--- src/rtl/dr_word_injector_if.sv ---
// Word-side valid/ready handshake plus the dual-rail token/ack pair
// that connects to the first asynchronous buffer stage.
interface dr_word_injector_if #(
    parameter int WIDTH = 8
);
    logic [WIDTH-1:0] in_data;
    logic             in_valid;
    logic             in_ready;
    logic [1:0]       data_out;
    logic             ack;
    logic             busy;
    logic             word_done;

    modport master (
        output in_data, in_valid, ack,
        input  in_ready, data_out, busy, word_done
    );

    modport slave (
        input  in_data, in_valid, ack,
        output in_ready, data_out, busy, word_done
    );
endinterface

--- src/rtl/dr_word_injector.sv ---
// Clocked word to LSB-first dual-rail four-phase token stream (data, then NULL per bit).
// Define DR_INJ_ACK_SYNC_EN to pass ack through a 2-flop synchronizer; otherwise a single flop.
module dr_word_injector #(
    parameter int WIDTH = 8
) (
    input  logic              clk,
    input  logic              rst_n,
    dr_word_injector_if.slave bus
);
    localparam int               CNT_W    = (WIDTH > 1) ? $clog2(WIDTH) : 1;
    localparam logic [CNT_W-1:0] CNT_LOAD = CNT_W'(WIDTH - 1);

    typedef enum logic [1:0] {
        ST_IDLE = 2'd0,
        ST_DATA = 2'd1,
        ST_NULL = 2'd2
    } state_t;

    // True rail carries the bit, false rail its complement; never 11.
    function automatic logic [1:0] dr_encode(input logic b);
        return {b, ~b};
    endfunction

    state_t           state_r, state_next_s;
    logic [WIDTH-1:0] shift_r, shift_next_s, shifted_s;
    logic [CNT_W-1:0] cnt_r, cnt_next_s;
    logic [1:0]       data_out_r, data_out_next_s;
    logic             in_ready_r, in_ready_next_s;
    logic             busy_r, busy_next_s;
    logic             word_done_r, word_done_next_s;
    logic             ack_s;

`ifdef DR_INJ_ACK_SYNC_EN
    logic ack_meta_r;
    logic ack_sync_r;

    // Two-flop synchronizer bringing the self-timed ack into the clk domain.
    always_ff @(posedge clk) begin
        if (!rst_n) begin
            ack_meta_r <= 1'b0;
            ack_sync_r <= 1'b0;
        end else begin
            ack_meta_r <= bus.ack;
            ack_sync_r <= ack_meta_r;
        end
    end
`else
    logic ack_sync_r;

    // Single capture flop for a synchronous downstream model.
    always_ff @(posedge clk) begin
        if (!rst_n) begin
            ack_sync_r <= 1'b0;
        end else begin
            ack_sync_r <= bus.ack;
        end
    end
`endif

    assign ack_s     = ack_sync_r;
    assign shifted_s = shift_r >> 1;

    // State, datapath and registered outputs.
    always_ff @(posedge clk) begin
        if (!rst_n) begin
            state_r     <= ST_IDLE;
            shift_r     <= {WIDTH{1'b0}};
            cnt_r       <= {CNT_W{1'b0}};
            data_out_r  <= 2'b00;
            in_ready_r  <= 1'b0;
            busy_r      <= 1'b0;
            word_done_r <= 1'b0;
        end else begin
            state_r     <= state_next_s;
            shift_r     <= shift_next_s;
            cnt_r       <= cnt_next_s;
            data_out_r  <= data_out_next_s;
            in_ready_r  <= in_ready_next_s;
            busy_r      <= busy_next_s;
            word_done_r <= word_done_next_s;
        end
    end

    // Next-state and next-output logic; outputs move only on protocol transitions.
    always_comb begin
        state_next_s     = state_r;
        shift_next_s     = shift_r;
        cnt_next_s       = cnt_r;
        data_out_next_s  = data_out_r;
        word_done_next_s = 1'b0;

        case (state_r)
            ST_IDLE: begin
                data_out_next_s = 2'b00;
                if (bus.in_valid && in_ready_r) begin
                    shift_next_s    = bus.in_data;
                    cnt_next_s      = CNT_LOAD;
                    data_out_next_s = dr_encode(bus.in_data[0]);
                    state_next_s    = ST_DATA;
                end else begin
                    state_next_s = ST_IDLE;
                end
            end
            ST_DATA: begin
                if (ack_s) begin
                    data_out_next_s = 2'b00;
                    state_next_s    = ST_NULL;
                end else begin
                    data_out_next_s = dr_encode(shift_r[0]);
                    state_next_s    = ST_DATA;
                end
            end
            ST_NULL: begin
                data_out_next_s = 2'b00;
                if (!ack_s) begin
                    if (cnt_r != {CNT_W{1'b0}}) begin
                        shift_next_s    = shifted_s;
                        cnt_next_s      = cnt_r - CNT_W'(1'b1);
                        data_out_next_s = dr_encode(shifted_s[0]);
                        state_next_s    = ST_DATA;
                    end else begin
                        word_done_next_s = 1'b1;
                        state_next_s     = ST_IDLE;
                    end
                end else begin
                    state_next_s = ST_NULL;
                end
            end
            default: begin
                data_out_next_s = 2'b00;
                state_next_s    = ST_IDLE;
            end
        endcase

        busy_next_s     = (state_next_s != ST_IDLE);
        // A still-high ack in IDLE means the downstream stage has not emptied yet.
        in_ready_next_s = (state_next_s == ST_IDLE) && !ack_s;
    end

    assign bus.data_out  = data_out_r;
    assign bus.in_ready  = in_ready_r;
    assign bus.busy      = busy_r;
    assign bus.word_done = word_done_r;
endmodule

--- src/flat_wrapper.sv ---
// flat-port wrapper written by rule: the top's interface ports become plain ports
module dr_word_injector_flat 
#(
    parameter int WIDTH = 8
)
  (clk, rst_n, bus_in_data, bus_in_valid, bus_ack, bus_in_ready, bus_data_out, bus_busy, bus_word_done);
  dr_word_injector_if #(.WIDTH(WIDTH)) bus_i ();
  input  logic clk;
  input  logic rst_n;
  input wire logic [$bits(bus_i.in_data)-1:0] bus_in_data;
  input wire logic [$bits(bus_i.in_valid)-1:0] bus_in_valid;
  input wire logic [$bits(bus_i.ack)-1:0] bus_ack;
  output wire logic [$bits(bus_i.in_ready)-1:0] bus_in_ready;
  output wire logic [$bits(bus_i.data_out)-1:0] bus_data_out;
  output wire logic [$bits(bus_i.busy)-1:0] bus_busy;
  output wire logic [$bits(bus_i.word_done)-1:0] bus_word_done;
  assign bus_i.in_data = bus_in_data;
  assign bus_i.in_valid = bus_in_valid;
  assign bus_i.ack = bus_ack;
  assign bus_in_ready = bus_i.in_ready;
  assign bus_data_out = bus_i.data_out;
  assign bus_busy = bus_i.busy;
  assign bus_word_done = bus_i.word_done;
  dr_word_injector #(.WIDTH(WIDTH)) u_core (.clk(clk), .rst_n(rst_n), .bus(bus_i));
endmodule
--- config.mk ---
export PLATFORM = sky130hd
export DESIGN_NAME = dr_word_injector_flat
export DESIGN_NICKNAME = d
export VERILOG_FILES = /design/src/rtl/dr_word_injector_if.sv /design/src/rtl/dr_word_injector.sv /design/src/flat_wrapper.sv
export SDC_FILE = /design/constraint.sdc
export NUM_CORES = 1
export LEC_CHECK = 0
export ABC_AREA = 1
export CAP_MARGIN = 10
export CORE_MARGIN = 10
export CORE_UTILIZATION = 44
export CTS_CLUSTER_SIZE = 25
export DETAILED_ROUTE_END_ITERATION = 8
export PLACE_DENSITY = 0.71
export SLEW_MARGIN = 15
export SYNTH_ARGS = -nofsm -noshare
export SYNTH_HDL_FRONTEND = slang
export SYNTH_SLANG_ARGS = --single-unit
--- constraint.sdc ---
create_clock -name clk -period 1.9 [get_ports clk]
set_clock_uncertainty 0.2 [all_clocks]
set_input_delay 0.38 -clock clk [delete_from_list [all_inputs] [get_ports clk]]
set_output_delay 0.38 -clock clk [all_outputs]
set_load 0.01 [all_outputs]
==> run_results.csv, run 1 <==
group,metric,value,unit
logic_synthesis,yosysMostFrequentCell,"nand2_1",
cells_and_area,diodes,0,
logic_synthesis,synth_fa_ha_area_share,2.64,%
cells_and_area,final_area,1160,sq um
cells_and_area,nNetsFinal,173,
logic_synthesis,yosysTopAreaCell,"dfxtp_1",
floorplanning,start_util,47.3,%
clock_tree,clk_transition_reported_paths,0.10,ns
logic_synthesis,postSynthCellCount,138,
clock_tree,clk_latency,0.30,ns
logic_synthesis,postSynth.asyncResetShare,0,%
timing,drv_slew,0,
global_routing,grt_pass1_wl,3440,um
global_routing,overflow,0,
worst_setup_path,crit_fanout,2,
worst_setup_path,cp_slowest_cell,"clkdlybuf4s50_1",
clock_tree,clk_path_buf_depth,2,
logic_synthesis,synth_compound_area_share,5.81,%
worst_setup_path,cp_cell_sequence,"clkdlybuf4s50_1",
pwr,p_per_area,686,nW/um^2
timing,rsz0062_at_grt,"false",
timing,min_period_over_period,91.8,%
global_routing,antenna_found_initial,0,
timing,worst_pin_slew,0.392,ns
global_routing,first_global_vias,793,
pwr,switching_share,26.8,%
clock_tree,postCtsHoldBufs,0,
logic_synthesis,ys_seq_elements,19,
min_path,hp-class,"flop to flop",
timing,fmax,573,MHz
clock_tree,cts_resized,0,
cells_and_area,seqCellArea,380,sq um
worst_setup_path,worst-path-buf-inv,1,
floorplanning,die_area,4410,sq um
route,first_pass_iters,4,
run_status,status,"finished clean",
timing,period_needed,1.74,ns
timing,final_hold_viol_count,0,
pwr,p_int,0.581,mW
logic_synthesis,yosys-top-cells-count,"nand2_1, nor2_1, inv_1, dfxtp_1, nand3_1",
logic_synthesis,synth_edf_count,0,
clock_tree,clockRootBuffer,"clkbuf_4",
clock_tree,postCtsSetupBuffers,0,
worst_setup_path,r2r_start,"u_core.cnt_r[0]",
pwr,irDropWorstVdd,0.477,mV
placement,gp_routability_congestion,0.818,
logic_synthesis,yosys_warnings,0,
logic_synthesis,syn-num-nets,152,
clock_tree,cts_tree,"yes",
worst_setup_path,cp_data_arrival_time,1.16,ns
route,wl,1860,um
timing,setup_viol,0,
worst_setup_path,worstPathRequired,1.32,ns
worst_setup_path,max_stage_delay,0.53,ns
worst_setup_path,rrSetupSlack,0.17,ns
min_path,whs_path_depth,2,
logic_synthesis,syn_area,947,sq um
cells_and_area,multi_input_area,449,sq um
worst_setup_path,worst_setup_path_end_kind,"output pin",
run,drv_cap,0,
pwr,comb_power_share,19.4,%
pwr,clkPwrFrac,25.8,%
worst_setup_path,critPathTopFamily,"buffers and inverters",
worst_setup_path,r2r-end,"u_core.shift_r[1]",
clock_tree,cts_made_buffers,3,
placement,numPortBuffers,16,
pwr,seq_power_share,54.8,%
placement,placed_cell_area,1130,sq um
logic_synthesis,yosysTopAreaCellShare,40.2,%
logic_synthesis,synth.avg_cell_area,6.86,sq um
route,num_vias,839,
floorplanning,core,2000,sq um
route,drtIter0Drc,40,
cells_and_area,nFillCells,194,
route,ant_nets,0,
cells_and_area,area_delta_synth_final,22.3,%
pwr,power.switching,0.213,mW
global_routing,grt_max_degree,14,
route,drc,0,
logic_synthesis,synth_seq_area_share,40.2,%
floorplanning,rows,16,
logic_synthesis,synth_ff_type,"dfxtp_1",
worst_setup_path,r2r_cells,9,
worst_setup_path,path_class,"flop to output pin",
pwr,p_leak,0.600,nW
min_path,whs_endpoint,"u_core.shift_r[7]",
logic_synthesis,synth_simple_gate_area_share,38.7,%
global_routing,grt_usage,9.97,%
floorplanning,die_h,66.4,um
placement,hpwl,1420,um
timing,finalSetupTns,0,ns
logic_synthesis,synth_top_family_by_area,"simple AND/OR/NAND/NOR gates",
floorplanning,dieWidth,66.4,um
route,vias_per_cell,4.54,
min_path,hp-start,"u_core.shift_r[7]",
logic_synthesis,synthTopCellsByArea,"dfxtp_1, nand2_1, nor2_1",
logic_synthesis,synthMuxAreaShare,0,%
clock_tree,cts_sinks,19,
timing,maxSlewHeadroom,73.8,%
floorplanning,io_pins,17,
cells_and_area,layout-drive-gt1-share,10.1,%
logic_synthesis,synth-xor-area-share,0,%
clock_tree,htree_levels,1,
route,wl_per_cell,10.1,um
logic_synthesis,ys_types,16,
worst_setup_path,startpoint,"u_core.bus.in_ready",
worst_setup_path,startpoint_type,"flop",
cells in the final DEF, fill, tap and decap left out:
cell              n
nor2_2            1
nand2_1          34
ha_1              2
clkbuf_1          1
nor2_4            1
nand3_1          14
nand2_2           1
nand4_1           1
nor2_1           24
a21oi_1           4
inv_2             1
clkdlybuf4s50_1  16
dfxtp_1          19
o21ai_0           7
buf_4             4
inv_1            20
clkbuf_4          3
nand2_4           1
nand3_2           4
final cells by class:
type                       count  share of cell area, %
clock buffer                   4                   2.27
inverter                      21                   6.80
multi-input combinational     94                   38.8
sequential                    19                   32.8
tap                           27                   2.92
timing repair buffer          20                   16.4
sequential cells by signal, summed over array words and instances, names as in the netlist:
name	count
u_core.bus.word_done	1
u_core.bus.data_out	2
u_core.shift_r	8
u_core.state_r	2
u_core.cnt_r	3
u_core.ack_s	1
u_core.bus.busy	1
u_core.bus.in_ready	1
per-layer routing:
layer | wire length (um) | track usage [%]
met5 | 0 | 0
met4 | 51 | 6.54
met3 | 87 | 3.05
met2 | 818 | 14.6
met1 | 902 | 12.2
per-stage QoR:
step           cells  total power [mW]  util, %  setup WS, ns  hold WS (ns)
2_1_floorplan    138             0.542        -         0.214         0.253
3_3_place_gp     181             0.597     56.4         0.109         0.267
3_5_place_dp     181             0.599     56.4        0.0915         0.279
4_1_cts          185             0.804     57.8        0.0748         0.297
5_1_grt          185             0.847     57.9        0.0166         0.328
6_report         185             0.794     57.9         0.156         0.289
power by group through the flow:
stage	Sequential, mW	Clock, mW	Combinational, mW
after floorplan	0.445	0	0.0966
after global placement	0.444	0	0.153
after detailed placement	0.445	0	0.154
after CTS	0.436	0.214	0.155
after global routing	0.439	0.230	0.178
final	0.435	0.205	0.154
tightest hold or removal path: cells and delay by family, from the launching register on:
family,cells,cell delay [ns]
compound gates,1,0.05
flops,1,0.32
simple gates,1,0.07
how the worst max path moves through the flow:
stage                                   end  depth (start not counted)
after CTS                 u_core.shift_r[0]                          9
after floorplan             u_core.cnt_r[0]                          8
after detailed placement  u_core.shift_r[0]                          8
after global placement    u_core.shift_r[2]                          8
final                          bus_in_ready                          1
after global routing      u_core.shift_r[4]                          9
cells by family after synthesis:
logic type                 after synthesis
and+or+nand+nor                         81
adders and majority gates                2
DFF                                     19
buffers and inverters                   25
AOI/OAI and AO/OA                       11
Note: power is estimated with default switching activity, not from simulation.
==> run 2, diff against run 1 <==
--- a/config.mk
+++ b/config.mk
@@ -9,6 +9,7 @@
 export CAP_MARGIN = 10
 export CORE_MARGIN = 10
 export CORE_UTILIZATION = 44
+export CTS_BUF_LIST = sky130_fd_sc_hd__clkbuf_2 sky130_fd_sc_hd__clkbuf_4 sky130_fd_sc_hd__clkbuf_8
 export CTS_CLUSTER_SIZE = 25
 export DETAILED_ROUTE_END_ITERATION = 8
 export PLACE_DENSITY = 0.71
==> run_results.csv, run 2 (synthesis gave the netlist of run 1 again) <==
group,metric,value,unit
floorplanning,core,2000,sq um
timing,worst_pin_slew,0.392,ns
cells_and_area,nNetsFinal,173,
pwr,power.switching,0.216,mW
worst_setup_path,cp_cell_sequence,"clkdlybuf4s50_1",
floorplanning,rows,16,
timing,finalSetupTns,0,ns
global_routing,antenna_found_initial,0,
pwr,irDropWorstVdd,0.477,mV
route,drc,0,
global_routing,grt_max_degree,14,
placement,hpwl,1420,um
route,drtIter0Drc,47,
worst_setup_path,startpoint_type,"flop",
timing,maxSlewHeadroom,73.8,%
clock_tree,cts_sinks,19,
pwr,p_int,0.596,mW
route,ant_nets,0,
worst_setup_path,r2r-end,"u_core.shift_r[1]",
clock_tree,clk_latency,0.31,ns
cells_and_area,area_delta_synth_final,22.7,%
route,wl,1860,um
pwr,p_per_area,698,nW/um^2
floorplanning,die_area,4410,sq um
run_status,status,"finished clean",
pwr,p_leak,0.604,nW
placement,numPortBuffers,16,
cells_and_area,nFillCells,195,
timing,min_period_over_period,91.8,%
cells_and_area,regMostFlops,"u_core.shift_r",
worst_setup_path,worstPathRequired,1.32,ns
route,vias_per_cell,4.54,
clock_tree,cts_tree,"yes",
floorplanning,dieWidth,66.4,um
route,num_vias,840,
clock_tree,clockRootBuffer,"clkbuf_4",
placement,gp_routability_congestion,0.818,
floorplanning,die_h,66.4,um
timing,drv_slew,0,
global_routing,grt_usage,9.94,%
global_routing,first_global_vias,789,
timing,rsz0062_at_grt,"false",
clock_tree,clk_path_buf_depth,2,
floorplanning,io_pins,17,
worst_setup_path,r2r_start,"u_core.cnt_r[0]",
cells_and_area,reg_top3,"u_core.shift_r (8), u_core.cnt_r (3)",
pwr,switching_share,26.6,%
worst_setup_path,cp_data_arrival_time,1.16,ns
cells_and_area,largest_register_ffs,8,
worst_setup_path,r2r_cells,9,
global_routing,grt_pass1_wl,3420,um
clock_tree,cts_made_buffers,3,
pwr,seq_power_share,53.6,%
clock_tree,htree_levels,1,
timing,setup_viol,0,
route,first_pass_iters,4,
worst_setup_path,cp_slowest_cell,"clkdlybuf4s50_1",
cells_and_area,diodes,0,
worst_setup_path,critPathTopFamily,"buffers and inverters",
worst_setup_path,path_class,"flop to output pin",
min_path,whs_endpoint,"u_core.shift_r[7]",
clock_tree,clk_transition_reported_paths,0.10,ns
worst_setup_path,worst-path-buf-inv,1,
pwr,clkPwrFrac,27.4,%
pwr,comb_power_share,19.0,%
min_path,hp-start,"u_core.shift_r[7]",
route,wl_per_cell,10.0,um
floorplanning,start_util,47.3,%
worst_setup_path,crit_fanout,2,
run,drv_cap,0,
worst_setup_path,rrSetupSlack,0.16,ns
cells_and_area,layout-drive-gt1-share,10.8,%
pwr,total_power,0.812,mW
cells_and_area,final_cell_mix,"nand2_1, nor2_1, inv_1",
timing,final_hold_viol_count,0,
timing,fmax,573,MHz
worst_setup_path,max_stage_delay,0.53,ns
cells_and_area,layout_commonest_cell,"nand2_1",
min_path,hp-class,"flop to flop",
global_routing,overflow,0,
worst_setup_path,worst_setup_path_end_kind,"output pin",
timing,period_needed,1.74,ns
min_path,whs_path_depth,2,
run 2: power by group through the flow:
stage                     clock, mW  combinational, mW  sequential (mW)
after floorplan                   0             0.0966            0.445
after global placement            0              0.153            0.444
after detailed placement          0              0.154            0.445
after CTS                     0.229              0.155            0.436
after global routing          0.245              0.178            0.439
final                         0.222              0.154            0.435
run 2: cell type report:
type / instances / area, sq um / share of cell area, %
well taps: 27 / 33.8 / 2.91
multi-input cells: 94 / 449 / 38.6
inverters: 21 / 78.8 / 6.78
repair buffers: 20 / 190 / 16.4
flip-flops and latches: 19 / 380 / 32.7
clock buffers: 4 / 30.0 / 2.58
run 2: how the worst max path moves through the flow:
stage,from,endpoint,slack (ns),cells after the start
floorplan,u_core.cnt_r[0],u_core.cnt_r[0],0.21,8
global placement,bus_in_valid,u_core.shift_r[2],0.11,8
detailed placement,bus_in_valid,u_core.shift_r[0],0.09,8
CTS,u_core.cnt_r[0],u_core.shift_r[0],0.07,9
global route,u_core.cnt_r[0],u_core.shift_r[4],0.02,9
finish,u_core.bus.in_ready,bus_in_ready,0.16,1
run 2: what timing repair did:
| item | CTS | global route |
|---|---|---|
| gates resized for setup | 0 | 1 |
| endpoints found under the setup margin | 0 | 7 |
| buffers inserted | 0 | 0 |
| hold buffers | 0 | 0 |
run 2: stage by stage:
step | utilization (%) | setup WS (ns) | instances | cell area, sq um | hold slack (ns)
floorplan | - | 0.214 | 138 | 947 | 0.253
global placement | 56.4 | 0.109 | 181 | 1130 | 0.267
detailed placement | 56.4 | 0.0915 | 181 | 1130 | 0.279
CTS | 57.9 | 0.0747 | 185 | 1160 | 0.297
global route | 58.1 | 0.0166 | 185 | 1160 | 0.329
finish | 58.1 | 0.156 | 185 | 1160 | 0.288
run 2: metal layers:
| layer | routed length (um) | up-vias | track usage (%) | share of wire (%) |
|---|---|---|---|---|
| li1 | - | 463 | - | - |
| met1 | 903 | 358 | 12.1 | 49 |
| met2 | 801 | 14 | 14.6 | 43 |
| met3 | 101 | 5 | 3.05 | 5.4 |
| met4 | 51 | 0 | 6.54 | 2.7 |
| met5 | 0 | - | 0 | 0 |
==> run 3, diff against run 2 <==
--- a/config.mk
+++ b/config.mk
@@ -12,7 +12,7 @@
 export CTS_BUF_LIST = sky130_fd_sc_hd__clkbuf_2 sky130_fd_sc_hd__clkbuf_4 sky130_fd_sc_hd__clkbuf_8
 export CTS_CLUSTER_SIZE = 25
 export DETAILED_ROUTE_END_ITERATION = 8
-export PLACE_DENSITY = 0.71
+export PLACE_DENSITY = 0.69
 export SLEW_MARGIN = 15
 export SYNTH_ARGS = -nofsm -noshare
 export SYNTH_HDL_FRONTEND = slang
==> run_results.csv, run 3 (synthesis gave the netlist of run 1 again) <==
group,metric,value,unit
run_status,status,"finished clean",
clock_tree,postCtsHoldBufs,0,
global_routing,grt_pass1_wl,3400,um
worst_setup_path,r2r_cells,9,
floorplanning,die_area,4410,sq um
cells_and_area,diodes,0,
timing,min_period_over_period,92.4,%
route,vias_per_cell,4.55,
pwr,p_per_area,692,nW/um^2
worst_setup_path,cp_data_arrival_time,1.17,ns
pwr,irDropWorstVdd,0.415,mV
worst_setup_path,crit_fanout,2,
route,first_pass_iters,4,
timing,postLayoutSetupSlackWorst,0.145,ns
clock_tree,cts_sinks,19,
timing,fmax,570,MHz
placement,numPortBuffers,16,
global_routing,antenna_found_initial,0,
timing,setup_viol,0,
cells_and_area,nNetsFinal,173,
route,wl_per_cell,10.4,um
cells_and_area,reg_top3,"u_core.shift_r (8), u_core.cnt_r (3)",
clock_tree,postCtsSetupBuffers,0,
route,drtIter0Drc,15,
min_path,hp-class,"flop to flop",
clock_tree,cts_made_buffers,3,
global_routing,grt_usage,9.75,%
worst_setup_path,cp_cell_sequence,"clkdlybuf4s50_1",
route,drc,0,
clock_tree,clk_latency,0.30,ns
timing,maxSlewHeadroom,73.9,%
floorplanning,dieWidth,66.4,um
timing,rsz0062_at_grt,"false",
timing,worst_pin_slew,0.391,ns
worst_setup_path,rrSetupSlack,0.17,ns
worst_setup_path,worst-path-buf-inv,1,
timing,drv_slew,0,
timing,finalSetupTns,0,ns
run,drv_cap,0,
clock_tree,htree_levels,1,
worst_setup_path,critPathTopFamily,"buffers and inverters",
route,wl,1920,um
worst_setup_path,startpoint_type,"flop",
cells_and_area,final_cell_mix,"nand2_1, nor2_1, inv_1",
clock_tree,cts_resized,0,
route,num_vias,842,
min_path,hp-start,"u_core.shift_r[7]",
clock_tree,clk_transition_reported_paths,0.11,ns
clock_tree,cts_tree,"yes",
worst_setup_path,r2r-end,"u_core.bus.busy",
worst_setup_path,path_class,"flop to output pin",
timing,final_hold_viol_count,0,
worst_setup_path,max_stage_delay,0.54,ns
cells_and_area,layout-drive-gt1-share,10.8,%
worst_setup_path,startpoint,"u_core.bus.in_ready",
placement,gp_routability_congestion,0.762,
floorplanning,io_pins,17,
worst_setup_path,worst_setup_path_end_kind,"output pin",
placement,place_ws,0.0874,ns
clock_tree,clockRootBuffer,"clkbuf_4",
clock_tree,clk_path_buf_depth,2,
floorplanning,rows,16,
min_path,whs_path_depth,2,
global_routing,grt_max_degree,14,
floorplanning,core,2000,sq um
timing,period_needed,1.75,ns
cells_and_area,area_delta_synth_final,23.0,%
global_routing,first_global_vias,808,
cells_and_area,regMostFlops,"u_core.shift_r",
route,ant_nets,0,
worst_setup_path,worstPathRequired,1.32,ns
worst_setup_path,cp_slowest_cell,"clkdlybuf4s50_1",
cells_and_area,largest_register_ffs,8,
cells_and_area,layout_commonest_cell,"nand2_1",
placement,hpwl,1470,um
placement,placed_cell_area,1130,sq um
min_path,whs_endpoint,"u_core.shift_r[7]",
worst_setup_path,r2r_start,"u_core.cnt_r[0]",
floorplanning,start_util,47.3,%
floorplanning,die_h,66.4,um
cells_and_area,final_area,1160,sq um
global_routing,overflow,0,
pwr,p_leak,0.603,nW
[run 3: cell count changes in the layout (fill, tap and decap cells not counted)]
cell / delta
clkbuf_4: -1
clkinv_2: +1
nor2_2: -1
nor2_4: +1
[run 3: stage by stage]
step | util (%) | power [mW] | std cells | hold slack (ns)
5_1_grt | 58.2 | 0.856 | 185 | 0.313
3_5_place_dp | 56.4 | 0.600 | 181 | 0.279
3_3_place_gp | 56.4 | 0.597 | 181 | 0.270
4_1_cts | 57.8 | 0.813 | 185 | 0.296
2_1_floorplan | - | 0.542 | 138 | 0.253
6_report | 58.2 | 0.806 | 185 | 0.292
[run 3: worst max-delay path by stage]
stage	end	cells after the start	slack, ns
after floorplan	u_core.cnt_r[0]	8	0.21
after global placement	u_core.cnt_r[2]	7	0.11
after detailed placement	u_core.shift_r[0]	9	0.09
after CTS	u_core.bus.busy	9	0.07
after global routing	u_core.bus.busy	9	0.02
final	bus_in_ready	1	0.15
[run 3: routing by layer]
layer / GRT usage [%] / share of wire, % / vias to the layer above
met5: 0 / 0 / -
met4: 5.50 / 2.7 / 0
met3: 2.54 / 4.1 / 6
met2: 15.3 / 45 / 16
met1: 11.7 / 48 / 358
li1: - / - / 462
[run 3: final cells by class]
class,count,area (sq um)
Clock buffer,3,22.5
Inverter,21,78.8
Timing Repair Buffer,20,190
Sequential cell,19,380
Clock inverter,1,5.00
Multi-Input combinational cell,94,454
Tap cell,27,33.8
Fill cell,217,837
[run 3: where the power goes]
part / switching, mW / total [mW] / internal (mW)
clock network: 0.134 / 0.212 / 0.0785
registers: 0.0118 / 0.436 / 0.424
logic: 0.0803 / 0.158 / 0.0780
